## config.mk

```make
export PLATFORM = sky130hd
export DESIGN_NAME = optimized_mux
export DESIGN_NICKNAME = d
export VERILOG_FILES = /design/src/rtl/optimized_mux.sv
export SDC_FILE = /design/constraint.sdc
export NUM_CORES = 1
export LEC_CHECK = 0
export CAP_MARGIN = 0
export CORE_AREA = 10 10 47 49
export DETAILED_ROUTE_END_ITERATION = 8
export DIE_AREA = 0 0 57 59
export PLACE_DENSITY = 0.57
export REMOVE_ABC_BUFFERS = 1
export SKIP_LAST_GASP = 1
export SLEW_MARGIN = 20
export SYNTH_ARGS = -nofsm -noshare
export SYNTH_HDL_FRONTEND = slang
export SYNTH_SLANG_ARGS = --single-unit
```

## constraint.sdc

```tcl
create_clock -name clk -period 0.8 [get_ports clk]
set_input_delay 0.08 -clock clk [delete_from_list [all_inputs] [get_ports clk]]
set_output_delay 0.08 -clock clk [all_outputs]
set_load 0.1 [all_outputs]
```

## src/rtl/optimized_mux.sv

```systemverilog
// 4:1 single-bit mux in two equivalent forms (sum-of-products and 2-level tree),
// with a registered select result and a sticky/counting cross-check between the forms.
module optimized_mux #(
    parameter int CNT_W   = 8,
    parameter bit REG_OUT = 1'b1
) (
    input  logic             clk,
    input  logic             rst,
    input  logic [3:0]       D,
    input  logic [1:0]       S,
    output logic             y_dr,
    output logic             y_op,
    output logic             y_q,
    output logic             mismatch,
    output logic [CNT_W-1:0] err_cnt
);

    localparam logic [CNT_W-1:0] CNT_MAX = '1;

    logic diff;

    assign y_dr = (~S[1] & ~S[0] & D[0]) |
                  (~S[1] &  S[0] & D[1]) |
                  ( S[1] & ~S[0] & D[2]) |
                  ( S[1] &  S[0] & D[3]);

    // Tree form: S[0] picks within each pair, S[1] picks the pair.
    assign y_op = S[1] ? (S[0] ? D[3] : D[2]) : (S[0] ? D[1] : D[0]);

    assign diff = y_dr ^ y_op;

    // NOTE: sequential state uses non-blocking assignments so every flop samples
    // the pre-edge values; blocking here would create order-dependent simulation.
    always_ff @(posedge clk or posedge rst) begin
        if (rst) begin
            mismatch <= 1'b0;
            err_cnt  <= '0;
        end else if (diff) begin
            mismatch <= 1'b1;
            if (err_cnt != CNT_MAX) begin
                err_cnt <= err_cnt + 1'b1;
            end
        end
    end

    generate
        if (REG_OUT) begin : g_reg_out
            always_ff @(posedge clk or posedge rst) begin
                if (rst) begin
                    y_q <= 1'b0;
                end else begin
                    y_q <= y_op;
                end
            end
        end else begin : g_comb_out
            assign y_q = y_op;
        end
    endgenerate

endmodule

```

# ---- Word level (Yosys, flattened, before mapping)
# Cells that the tools add are included.
dict set report totals {
  ff_bits 10
  out_inout_bits 12
  word_cells 23
}
dict set report classes {
  add_sub_neg 1
  eq_ne 1
  mux 3
  bitwise_logic 14
  reduce_logical 1
}
# op count
set op_table {}
lappend op_table {{$add A8 B1 Y8 const B} 1}
lappend op_table {{$and A1 B1 Y1} 8}
lappend op_table {{$ne A8 B8 Y1 const B} 1}
lappend op_table {{$mux W1} 3}
lappend op_table {{$or A1 B1 Y1} 3}
lappend op_table {{$not A1 Y1} 2}
lappend op_table {{$reduce_and A2 Y1} 1}
lappend op_table {{$xor A1 B1 Y1} 1}

# ---- Depth between registers and ports, before layout
dict set report depth {
  ltp_word 8
  ltp_mapped 1
  depth_no_buf 1
}

# ---- Worst setup path after synthesis
# Ideal clock, no wire load.
dict set report synth_path {
  kind {input-to-reg}
  startpoint {input port S[0]}
  endpoint {register y_q}
  setup_time_ps 333
  t_arrival_ps 1060
  setup_slack_ps -593
  path_stages 1
  cell_sequence {mux4_1}
}
dict set report synth_via {
  elab_chain_len 2
  word_cells_on_any_way 3
  cone_classes {mux: 3}
}
# item line
set synth_rtl {}
lappend synth_rtl {{start: declaration} 10} ;# input logic [1:0] S,
lappend synth_rtl {{$mux W1} 28} ;# assign y_op = S[1] ? (S[0] ? D[3] : D[2]) : (S[0] ? D[1] : D[0]);
lappend synth_rtl {{$mux W1 *} 28}
lappend synth_rtl {{end signal: assignment} 52} ;# y_q <= y_op;
lappend synth_rtl {{end: declaration} 13} ;# output logic y_q,
# Every way passes the cells marked *; elsewhere a longest branch is shown, timed or not.
# A chain may end at the register's enable or synchronous reset.

# ---- Worst setup path after layout
dict set report layout_path {
  startpoint {input port S[0]}
  endpoint {output port y_op}
}
dict set report layout_via {
  elab_chain_len 2
  word_cells_on_any_way 3
  cone_classes {mux: 3}
}
# item line
set layout_rtl {}
lappend layout_rtl {{$mux W1} 28}
lappend layout_rtl {{$mux W1 *} 28}
lappend layout_rtl {{end: declaration} 12} ;# output logic y_op,
# Marks and branches as above.

==> impl_results.md <==
* Fin nets at 46
* Max Cap Violations at 0
* Total global routing overflow at 0
* Fmax at 1030 MHz
* Worst Setup End Kind: output pin
* Final wirelength at 760 um
* I/O Buffers at 19
* First drt pass iteration count at 1
* Post-Synthesis Cells at 22
* Synth cell count leaders: dfrtp_1, clkbuf_1, mux4_1
* CTS Sinks at 10
* # rows at 14
* Syn avg cell area at 15.5 sq um
* Cts hold-fix bufs at 0
* Area contributors post-synth: dfrtp_1, mux4_1, clkbuf_1
* First-pass GRT wire length at 1310 um
* Worst reg2reg path startpoint: err_cnt[2]$_DFFE_PP0P_
* GP Congestion at 0.688
* Slew margin rel. at 76.7%
* Seq/Total Area, Yosys at 73.5%
* Synth area leader: dfrtp_1
* Clock slew at reported path FFs at 0.06 ns
* Residual DRC at 0
* GRT Overall Usage at 5.13%
* Count leader, synth: dfrtp_1
* Boundary Pins at 20
* Post-DR vias/cell at 3.87
* Setup TNS at -1.46 ns
* Synth warn at 0
* Wire per inst at 14.3 um
* Met3 Use GR at 5.36%
* Crit path buf inv count at 2
* Die ar. at 0.00336 sq mm
* Initial DRC Count at 0
* Critical-path cell list: buf_8, mux4_2, buf_12
* Unrepaired setup endpoints after global routing: true
* Filler instances at 129
* CP Launch Point: S[0]
* Die X at 57 um
* Asr flop ratio synth at 100%
* GRT busiest layer: met2
* FF-to-FF setup slack at 0.15 ns
* Final worst slack at -0.166 ns
* Antenna Nets Post-Route at 0
* Starting density of the core at 24.3%
* Inserted Diodes at 0
* Post-layout min period at 0.966 ns
* Area share of the leading cell type in the synthesized netlist at 73.5%
* Clk_lat worst skew at 0.25 ns
* Post-Syn Area at 340 sq um
* Kind of critical path: in -> out
* Post-synthesis cell type count at 4
* Critical path's slowest cell: mux4_2
* Dpl hpwl at 716 um
* Hold WC Path Type: in -> async
* Critical path peak fanout at 2
* Vias in the first global route at 260
* Core area at 0.00140 sq mm
* Number of synthesized flops with an enable pin at 0
* Delay-heaviest family, CP: multiplexers
* Pin count of the biggest net entering global routing at 11
* Critical Path AT at 0.89 ns
* CP max stage delay at 0.53 ns
* Initial antenna violation count at 0
* Status: finished, violations left
* Clock Skew at 0 ns
* Worst slew pin tran at 0.350 ns
* GR Util met1 at 3.99%
* Final setup violation count at 12
* VDD IR max at 0.863 mV
* Bufs on Longest Clock Path at 2
* Root Driver: clkbuf_4
* CTS tree: built
* Final worst path period share at 121%
* P&R area growth vs syn at 94.9%
* Final slew viol count at 0
* Inserted Clock Buffers at 3
* # H-tree levels at 1
* Design Power at 1.19 mW
* Share of cells above drive strength 1 at 64.9%
* Cell Pwr Density at 1800 mW/mm^2
* Synth Flop Type: dfrtp_1
* Via Count at 205
* Failing checks: setup timing
* Startpoint Class: input pin
* Leakage Power at 0.318 nW
* Fin. Hold Viols at 0
* GR Util met2 at 7.91%
* Crit path required time at 0.72 ns
* Flop and latch count out of synthesis at 10
* Die boundary height at 59 um
[final cells by class]
type                            count  area (sq um)  area share (%)
Timing Repair Buffer               20           308            46.4
Sequential cell                    10           250            37.7
Multi-Input combinational cell      2          45.0            6.79
Clock buffer                        4          36.3            5.47
Tap cell                           16          20.0            3.02
Inverter                            1          3.75           0.566
[where the power goes]
group          switching [mW]  total, mW  internal [mW]  leakage, nW
combinational           0.152      0.251         0.0991        0.159
sequential            0.00414      0.515          0.511        0.137
clock                   0.151      0.426          0.275       0.0210
[stage by stage]
| stage | worst slack, ns | area (sq um) | hold slack (ns) | util, % | std cells |
|---|---|---|---|---|---|
| 2_1_floorplan | -0.593 | 307 | -0.0798 | - | 13 |
| 3_3_place_gp | -0.691 | 637 | 0.367 | 45.4 | 48 |
| 3_5_place_dp | -0.711 | 637 | 0.389 | 45.4 | 48 |
| 4_1_cts | -0.173 | 656 | 0.103 | 46.8 | 52 |
| 5_1_grt | -0.187 | 663 | 0.130 | 47.3 | 53 |
| 6_report | -0.166 | 663 | 0.0976 | 47.3 | 53 |
[routing by layer]
metal | share of wire (%) | routed length, um
met1 | 35 | 264
met2 | 43 | 323
met3 | 23 | 171
met4 | 0 | 0
met5 | 0 | 0
[cell usage in the layout (no fill, tap or decap)]
| cell type | n |
|---|---|
| buf_12 | 12 |
| dfrtp_1 | 10 |
| clkbuf_4 | 3 |
| buf_2 | 3 |
| mux4_2 | 2 |
| inv_1 | 1 |
| clkbuf_8 | 1 |
| buf_6 | 1 |
| buf_8 | 1 |
| dlygate4sd2_1 | 1 |
| clkdlybuf4s50_1 | 1 |
| buf_4 | 1 |
[path summary, 6_finish.rpt]
check	endpoint	depth (start not counted)
min reg2reg	err_cnt[1]$_DFFE_PP0P_	0
min	err_cnt[3]$_DFFE_PP0P_	2
max reg2reg	err_cnt[2]$_DFFE_PP0P_	1
min in group clk	y_q$_DFF_PP0_	2
max	y_op	3
max in group asynchronous	err_cnt[6]$_DFFE_PP0P_	2
[sequential cells by signal (all words and copies together), names as in the netlist]
name,cells
y_q,1
err_cnt,8
mismatch,1
[logic make-up after synthesis]
logic type,after synthesis,share of synthesized area [%]
mux,2,15.4
buf+inv,10,11.0
flops,10,73.5
[repair_timing]
item                       4_1_cts  5_1_grt
buffers inserted                 0        1
setup endpoints to repair       13       12
pin swaps                        0        0
gates resized for setup         27        0
Note: power is estimated with default switching activity, not from simulation.
